`src/rtl/calc_controller.sv`:
```
// Two-operand 4-bit calculator: debounced-edge buttons, ENTRY/CALC/RESULT FSM
// and a four-digit multiplexed active-low 7-segment display.
module calc_controller #(
  parameter int SCAN_DIV = 4
) (
  input  logic       clk,
  input  logic       rst,
  input  logic       B1,
  input  logic       B2,
  input  logic       Equals,
  input  logic       op,
  output logic [3:0] Output1,
  output logic [3:0] Output2,
  output logic [3:0] result,
  output logic       ovf,
  output logic       done,
  output logic [1:0] state,
  output logic [3:0] an,
  output logic [6:0] seg
);

  typedef enum logic [1:0] {
    ENTRY  = 2'b00,
    CALC   = 2'b01,
    RESULT = 2'b10
  } state_t;

  localparam int CW = (SCAN_DIV > 1) ? $clog2(SCAN_DIV) : 1;
  localparam logic [CW-1:0] SCAN_LAST = CW'(SCAN_DIV - 1);

  // Button lanes: bit 0 = B1, bit 1 = B2, bit 2 = Equals
  logic [2:0] s1, s2, s3;
  logic [2:0] armed;
  logic       sampled;
  logic [2:0] press;
  logic       b1_p, b2_p, eq_p;

  state_t     cur, nxt;
  logic [3:0] o1_n, o2_n, res_n;
  logic       ovf_n, done_n;
  logic [4:0] sum;

  logic [CW-1:0] scan_cnt;
  logic [1:0]    idx;
  logic [3:0]    nib;
  logic          blank;

  // A lane is armed only once a genuine low sample has passed s1 after reset,
  // so a button held across reset release cannot produce a press.
  always_ff @(posedge clk or posedge rst) begin
    if (rst) begin
      s1      <= '0;
      s2      <= '0;
      s3      <= '0;
      armed   <= '0;
      sampled <= 1'b0;
    end else begin
      s1      <= {Equals, B2, B1};
      s2      <= s1;
      s3      <= s2;
      sampled <= 1'b1;
      armed   <= armed | ({3{sampled}} & ~s1);
    end
  end

  assign press = s2 & ~s3 & armed;
  assign b1_p  = press[0];
  assign b2_p  = press[1];
  assign eq_p  = press[2];
  assign sum   = {1'b0, Output1} + {1'b0, Output2};

  always_ff @(posedge clk or posedge rst) begin
    if (rst) begin
      cur     <= ENTRY;
      Output1 <= 4'd0;
      Output2 <= 4'd0;
      result  <= 4'd0;
      ovf     <= 1'b0;
      done    <= 1'b0;
    end else begin
      cur     <= nxt;
      Output1 <= o1_n;
      Output2 <= o2_n;
      result  <= res_n;
      ovf     <= ovf_n;
      done    <= done_n;
    end
  end

  // Equals always outranks operand buttons; CALC lasts exactly one cycle.
  always_comb begin
    nxt    = cur;
    o1_n   = Output1;
    o2_n   = Output2;
    res_n  = result;
    ovf_n  = ovf;
    done_n = 1'b0;
    case (cur)
      ENTRY: begin
        if (eq_p) begin
          nxt = CALC;
        end else begin
          if (b1_p) o1_n = Output1 + 4'd1;
          if (b2_p) o2_n = Output2 + 4'd1;
        end
      end
      CALC: begin
        nxt    = RESULT;
        done_n = 1'b1;
        if (op) begin
          res_n = Output1 - Output2;
          ovf_n = (Output1 < Output2);
        end else begin
          res_n = sum[3:0];
          ovf_n = sum[4];
        end
      end
      RESULT: begin
        if (eq_p) begin
          nxt = CALC;
        end else if (b1_p || b2_p) begin
          nxt  = ENTRY;
          o1_n = b1_p ? 4'd1 : 4'd0;
          o2_n = b2_p ? 4'd1 : 4'd0;
        end
      end
      default: nxt = ENTRY;
    endcase
  end

  assign state = cur;

  always_ff @(posedge clk or posedge rst) begin
    if (rst) begin
      scan_cnt <= '0;
      idx      <= 2'd0;
    end else if (scan_cnt == SCAN_LAST) begin
      scan_cnt <= '0;
      idx      <= idx + 2'd1;
    end else begin
      scan_cnt <= scan_cnt + CW'(1);
    end
  end

  function automatic logic [6:0] hex_glyph(input logic [3:0] v);
    case (v)
      4'h0: hex_glyph = 7'b1000000;
      4'h1: hex_glyph = 7'b1111001;
      4'h2: hex_glyph = 7'b0100100;
      4'h3: hex_glyph = 7'b0110000;
      4'h4: hex_glyph = 7'b0011001;
      4'h5: hex_glyph = 7'b0010010;
      4'h6: hex_glyph = 7'b0000010;
      4'h7: hex_glyph = 7'b1111000;
      4'h8: hex_glyph = 7'b0000000;
      4'h9: hex_glyph = 7'b0010000;
      4'hA: hex_glyph = 7'b0001000;
      4'hB: hex_glyph = 7'b0000011;
      4'hC: hex_glyph = 7'b1000110;
      4'hD: hex_glyph = 7'b0100001;
      4'hE: hex_glyph = 7'b0000110;
      default: hex_glyph = 7'b0001110;
    endcase
  endfunction

  // Digit 3 is an overflow indicator: "1" when set, dark otherwise.
  always_comb begin
    an    = 4'b1110;
    nib   = Output1;
    blank = 1'b0;
    case (idx)
      2'd0: begin an = 4'b1110; nib = Output1; end
      2'd1: begin an = 4'b1101; nib = Output2; end
      2'd2: begin an = 4'b1011; nib = result;  end
      default: begin an = 4'b0111; nib = 4'd1; blank = ~ovf; end
    endcase
    seg = blank ? 7'b1111111 : hex_glyph(nib);
  end

endmodule

```
`config.mk`:
```
export PLATFORM = sky130hd
export DESIGN_NAME = calc_controller
export DESIGN_NICKNAME = d
export VERILOG_FILES = /design/src/rtl/calc_controller.sv
export SDC_FILE = /design/constraint.sdc
export NUM_CORES = 1
export LEC_CHECK = 0
export CORE_MARGIN = 5
export CORE_UTILIZATION = 45
export DETAILED_ROUTE_END_ITERATION = 12
export GPL_TIMING_DRIVEN = 1
export PLACE_DENSITY = 0.69
export SYNTH_ARGS = -nofsm -noshare
export SYNTH_HDL_FRONTEND = slang
export SYNTH_SLANG_ARGS = --single-unit
```
`constraint.sdc`:
```
create_clock -name clk -period 4.7 [get_ports clk]
set_clock_uncertainty 0.05 [all_clocks]
set_input_delay 0.47 -clock clk [delete_from_list [all_inputs] [get_ports clk]]
set_output_delay 0.47 -clock clk [all_outputs]
set_load 0.1 [all_outputs]
```
==> metrics.csv <==
stage,metric,value,unit
clock_tree,clk_path_buf_depth,2,
synthesis,ys_warn_count,0,
floorplan,io_pins,33,
worst_setup_path,crit_type,reg2out,
routing,drc,0,
routing,drt_iter0_markers,119,
synthesis,synth_seq_cells,33,
floorplan,initial_core_util,0.475,
routing,vias_per_cell,5.31,
clock_tree,h-tree-depth,2,
global_routing,grt_overflow,0,
global_routing,antenna_found_initial,0,
synthesis,synth_area,0.00194,mm2
cells_and_area,drive_above_1_share,0.0788,
placement,routabilityCongestion,0.810,
placement,pre_cts_ws,1.55,ns
worst_setup_path,worstSetupEndpointType,output port,
cells_and_area,antenna_cells,0,
clock_tree,ctsRootBufferMaster,clkbuf_8,
timing,finalHoldViolations,0,
routing,ant_nets,0,
clock_tree,cts_setup_buffers,0,
timing,period_minus_slack,3.49,ns
clock_tree,clock_sinks,33,
floorplan,core_area,0.00409,mm2
clock_tree,hold_buffers,0,
clock_tree,clock_latency,0.28,ns
worst_setup_path,crit_fanout,9,
global_routing,grt_pass1_wl,6710,um
routing,wirelength,3930,um
floorplan,die_h,75.7,um
placement,port-buffer-count,32,
flow_run,drv_cap,0,
floorplan,die-area,0.00573,mm2
clock_tree,cts_resized,0,
timing,report.final.setup_viol,0,
worst_setup_path,required,4.18,ns
synthesis,synth.distinct_cells,38,
routing,dr_total_vias,1546,
timing,fin_ws,1.21,ns
timing,rsz0062_at_grt,no,
timing,max_freq,286,MHz
synthesis,synth_area_per_cell,9.52,um2
synthesis,netlist_instances,204,
floorplan,fp-row-count,23,
clock_tree,numCtsBuffers,5,
clock_tree,path_clk_slew,0.07,ns
global_routing,grt_pass1_vias,1423,
timing,relSlewSlack,0.246,
timing,tns,0,ns
synthesis,synth_flop_cell,dfrtp_1,
hold_path,hold_path_class,reg2reg,
cells_and_area,finish.utilization,0.591,
timing,worstMarginPinSlew,1.13,ns
cells_and_area,synthToLayoutAreaGrowth,24.4,%
clock_tree,cts_tree,done,
timing,post-route-period-util,0.743,
routing,first_pass_iters,4,
placement,hpwl,3030,um
global_routing,grt_usage,0.154,
global_routing,grt_max_degree,34,
synthesis,ys_seq_area_frac,0.425,
routing,wire_per_inst,13.5,um
timing,slew_viol_final,0,
synthesis,synth_edf_count,0,
cells_and_area,final_nets,270,
floorplan,die_w,75.7,um
worst_setup_path,worstPathArrival,2.97,ns
synthesis,async_flop_share,1.00,
worst_setup_path,start_kind,register,
synthesis,synth_nets,234,
status,outcome,completed,
worst max-delay path, cell delays in order, from the launching register on:
cell      delay (ns)
dfrtp_1         0.44
inv_1           0.09
ha_1            0.26
a222oi_1        0.97
nor2_1          0.27
a311o_1         0.42
buf_4           0.23
placed cells by master (no fill, tap or decap), types with 2 or more instances in the layout:
cell,count
a21o_1,3
a21oi_1,8
a222oi_1,3
a31oi_1,2
buf_4,9
clkbuf_8,5
clkdlybuf4s50_1,25
dfrtp_1,33
fa_1,2
ha_1,22
inv_1,23
mux2i_1,4
nand2_1,19
nand2b_1,5
nand3_1,6
nand3b_1,3
nor2_1,13
nor2b_1,4
o21a_1,2
o21ai_0,23
o21ai_1,3
o31ai_1,4
per-layer routing:
layer / share of wire / global-route usage / vias up / routed length (um)
met1: 0.48 / 0.215 / 729 / 1900
met4: 0.011 / 0.0466 / 0 / 45
met2: 0.45 / 0.240 / 33 / 1780
met5: 0 / 0 / - / 0
met3: 0.053 / 0.0330 / 6 / 207
li1: - / - / 778 / -
cell type report:
cell class | instances | area, um2
repair buffers | 34 | 318
well taps | 50 | 62.6
fillers | 365 | 1670
clock buffers | 5 | 68.8
clock inverters | 3 | 46.3
multi-input cells | 143 | 1010
flip-flops and latches | 33 | 826
inverters | 23 | 86.3
registers in the layout, summed over array words and instances (netlist names):
| register | count |
|---|---|
| result | 4 |
| Output1 | 4 |
| armed | 3 |
| s3 | 3 |
| Output2 | 4 |
| scan_cnt | 2 |
| s1 | 3 |
| sampled | 1 |
| ovf | 1 |
| state | 2 |
| s2 | 3 |
| done | 1 |
| idx | 2 |
synth_stat cells (4+ instances only):
cell type  number  area share
nand3_1         6       0.015
o31ai_1         4       0.015
ha_1           22        0.14
a21oi_1         8       0.021
nand2_1        19       0.037
nand2b_1        5       0.016
nor2b_1         4       0.013
dfrtp_1        33        0.43
clkbuf_1        4      0.0077
inv_1          23       0.044
mux2i_1         4       0.021
o21ai_0        23       0.059
nor2_1         13       0.025
worst paths after layout:
path / slack [ns] / endpoint / cells past startpoint / from
min in group asynchronous: 0.53 / scan_cnt[1]$_DFF_PP0_ / 3 / rst
hold reg to reg: 0.32 / s2[0]$_DFF_PP0_ / 0 / s1[0]$_DFF_PP0_
setup reg to reg: 2.72 / ovf$_DFFE_PP0P_ / 8 / Output1[0]$_DFFE_PP0P_
setup / recovery: 1.21 / seg[4] / 6 / idx[0]$_DFFE_PP0P_
max in group asynchronous: 3.77 / Output2[2]$_DFFE_PP0P_ / 3 / rst
hold / removal: 0.32 / s2[0]$_DFF_PP0_ / 0 / s1[0]$_DFF_PP0_
logic make-up (layout without fill, tap and decap cells):
kind of cell / Yosys count / count (layout) / share of synthesized area
compound gates: 55 / 55 / 0.177
xor+xnor: 2 / 2 / 0.00902
fa+ha+maj: 24 / 24 / 0.162
buf+inv: 28 / 65 / 0.0561
flops: 33 / 33 / 0.425
mux: 5 / 5 / 0.0264
other cells: 1 / 1 / 0.00193
simple gates: 56 / 56 / 0.142
metrics by stage:
stage	instance area, um2	hold slack (ns)	instances
global placement	2300	0.306	283
global route	2410	0.347	291
finish	2410	0.325	291
detailed placement	2300	0.310	283
CTS	2410	0.327	291
floorplan	1940	0.304	204
Power is left out: the tool's default activity adds up to more than one toggle a clock period on the data nets, which glitch-free logic cannot reach.
==> patch (config.mk and constraints unchanged) <==
Put a register stage on the output `seg`, cleared by the reset. The value now appears one clock later. The other outputs are not delayed to match.
--- a/src/rtl/calc_controller.sv
+++ b/src/rtl/calc_controller.sv
@@ -28,4 +28,6 @@
   localparam int CW = (SCAN_DIV > 1) ? $clog2(SCAN_DIV) : 1;
   localparam logic [CW-1:0] SCAN_LAST = CW'(SCAN_DIV - 1);
+
+  logic [6:0] seg_d;
 
   // Button lanes: bit 0 = B1, bit 1 = B2, bit 2 = Equals
@@ -175,5 +177,13 @@
       default: begin an = 4'b0111; nib = 4'd1; blank = ~ovf; end
     endcase
-    seg = blank ? 7'b1111111 : hex_glyph(nib);
+    seg_d = blank ? 7'b1111111 : hex_glyph(nib);
+  end
+
+  always_ff @(posedge clk or posedge rst) begin
+    if (rst) begin
+      seg <= '0;
+    end else begin
+      seg <= seg_d;
+    end
   end
 
Formal check against the unedited RTL: not equivalent (Yosys sat finds a counterexample within 4 cycles, from zero or initial values and one cycle with rst high).
==> patch against the original RTL <==
- final area is 8.5% higher
- core utilization is 2.9 points lower
- setup slack better by 0.62 ns
- die area is 8.4% higher
- non-clock buffer count stayed put
- sequential cell count is 7 higher
- synthesized area is 9.7% higher
- via count is 4.5% higher
- maximum frequency is 22% higher
- wire length is 8.6% higher
- critical path depth is 3 lower
- highest routed layer unchanged
==> patch: results (changes against the original RTL) <==
status=complete, no violations (unchanged); first-pass GRT wire length=7500 um (was 6710 um); WL final=4270 um (was 3930 um); Inserted Clock Buffers=5 (unchanged); Starting DRT DRC Count=119 (unchanged); Primary FF master, synth=dfrtp_1 (unchanged); largest register by flop count=seg; initial antenna violation count=0 (unchanged); Worst Tran Pin Value=0.977 ns (was 1.13 ns); register area share after synthesis=0.470 (was 0.425); top area cells in the synthesized netlist=dfrtp_1 47%, ha_1 13%, o21ai_0 5.9% (was dfrtp_1 43%, ha_1 14%, o21ai_0 5.9%); Warnings, synthesis=0 (unchanged); PortBufs=32 (unchanged); Post-Syn Nets=245 (was 234); placed wire-length estimate=3080 um (was 3030 um); Max IR drop VDD=0.000316 V; # H-tree levels=2 (unchanged); # diodes=0 (unchanged); gr usage total=0.152 (was 0.154); Final Hold Fails=0 (unchanged); cts hold-fix bufs=0 (unchanged); worst min path class=reg -> reg (unchanged); Via-to-Cell Ratio=5.28 (was 5.31); ys async rst share=1.00 (unchanged); Yosys cell types=36 (was 38); Worst EP arrival=2.35 ns (was 2.97 ns); Reg clk slew, reported paths=0.08 ns; filler instances=417 (was 365); Leak Pwr=1.22 nW; number of flip-flops in the largest register=7; largest fanout on the critical path=10 (was 9); post_cts resized=0 (unchanged); # placed instances=298 (was 283); GPL Wtd Cong=0.873 (was 0.810); setup bufs post-CTS=0 (unchanged); maximum clock path buffer count=2 (unchanged); Clk Latency, worst-skew pair=0.29 ns; 1st-pass router iterations=4 (unchanged); nets=281 (was 270); Gate Count Post-Synth=215 (was 204); vias in the first global route=1542 (was 1423); largest net degree at the start of global routing=41 (was 34); final cell count without fillers=306 (was 291); layout cells sized above 1=0.0437 (was 0.0788); most frequent cells after synthesis=40 x dfrtp_1, 25 x o21ai_0, 23 x inv_1 (was 33 x dfrtp_1, 23 x inv_1, 23 x o21ai_0); root buffer cell=clkbuf_8 (unchanged)
[patch: worst paths after layout]
path                            startpoint          to  slack, ns  cells past startpoint
worst max-delay path                idx[0]       an[3]       1.83                      3
worst min-delay path                 s1[1]       s2[1]       0.33                      0
worst max register to register      idx[0]      seg[5]       2.30                      9
worst min register to register       s1[1]       s2[1]       0.33                      0
max in group asynchronous              rst  Output2[2]       3.71                      3
min in group asynchronous              rst      seg[1]       0.54                      3
[patch: area by class of cell]
type | count | area [um2] | area share
Multi-Input combinational cell | 147 | 1020 | 0.388
Timing Repair Buffer | 34 | 335 | 0.128
Clock buffer | 5 | 68.8 | 0.0263
Inverter | 23 | 86.3 | 0.0329
Clock inverter | 3 | 46.3 | 0.0177
Tap cell | 54 | 67.6 | 0.0258
Sequential cell | 40 | 1000 | 0.382
[patch: worst max-delay path, stage by stage, from the launching register on]
cell	delay, ns
dfrtp_1	0.45
ha_1	0.34
inv_1	0.13
clkdlybuf4s50_1	1.14
[patch: cells by family (layout without fill, tap and decap cells)]
kind of cell,count (synthesis),count (layout),synth area share
AO/OA/AOI/OAI,55,55,0.159
buffers and inverters,28,65,0.0534
flip-flops,40,40,0.470
multiplexers,4,4,0.0194
other,1,1,0.00176
XOR/XNOR,2,2,0.00822
adder cells (fa/ha/maj),24,24,0.148
AND/OR/NAND/NOR,61,61,0.140
[patch: report_power, final]
group,switching [W],total [W],internal [W]
sequential,0.0000923,0.000508,0.000416
clock,0.000125,0.000285,0.000160
combinational,0.000744,0.00102,0.000273
total,0.000962,0.00181,0.000849
[patch: per-stage QoR]
stage | instance area, um2 | total power, W | worst slack (ns) | hold slack (ns) | utilization
2_1_floorplan | 2130 | 0.00129 | 2.08 | 0.304 | -
3_3_place_gp | 2510 | 0.00153 | 2.17 | 0.307 | 0.538
3_5_place_dp | 2510 | 0.00153 | 2.16 | 0.310 | 0.538
4_1_cts | 2620 | 0.00183 | 1.82 | 0.329 | 0.562
5_1_grt | 2620 | 0.00193 | 1.71 | 0.337 | 0.562
6_report | 2620 | 0.00181 | 1.83 | 0.327 | 0.562
[patch: layer usage]
| layer | up-vias | routed length, um | track usage |
|---|---|---|---|
| met2 | 34 | 1910 | 0.231 |
| met3 | 5 | 197 | 0.0420 |
| met1 | 767 | 2130 | 0.215 |
| met4 | 0 | 35 | 0.0361 |
| met5 | - | 0 | 0 |
| li1 | 809 | - | - |
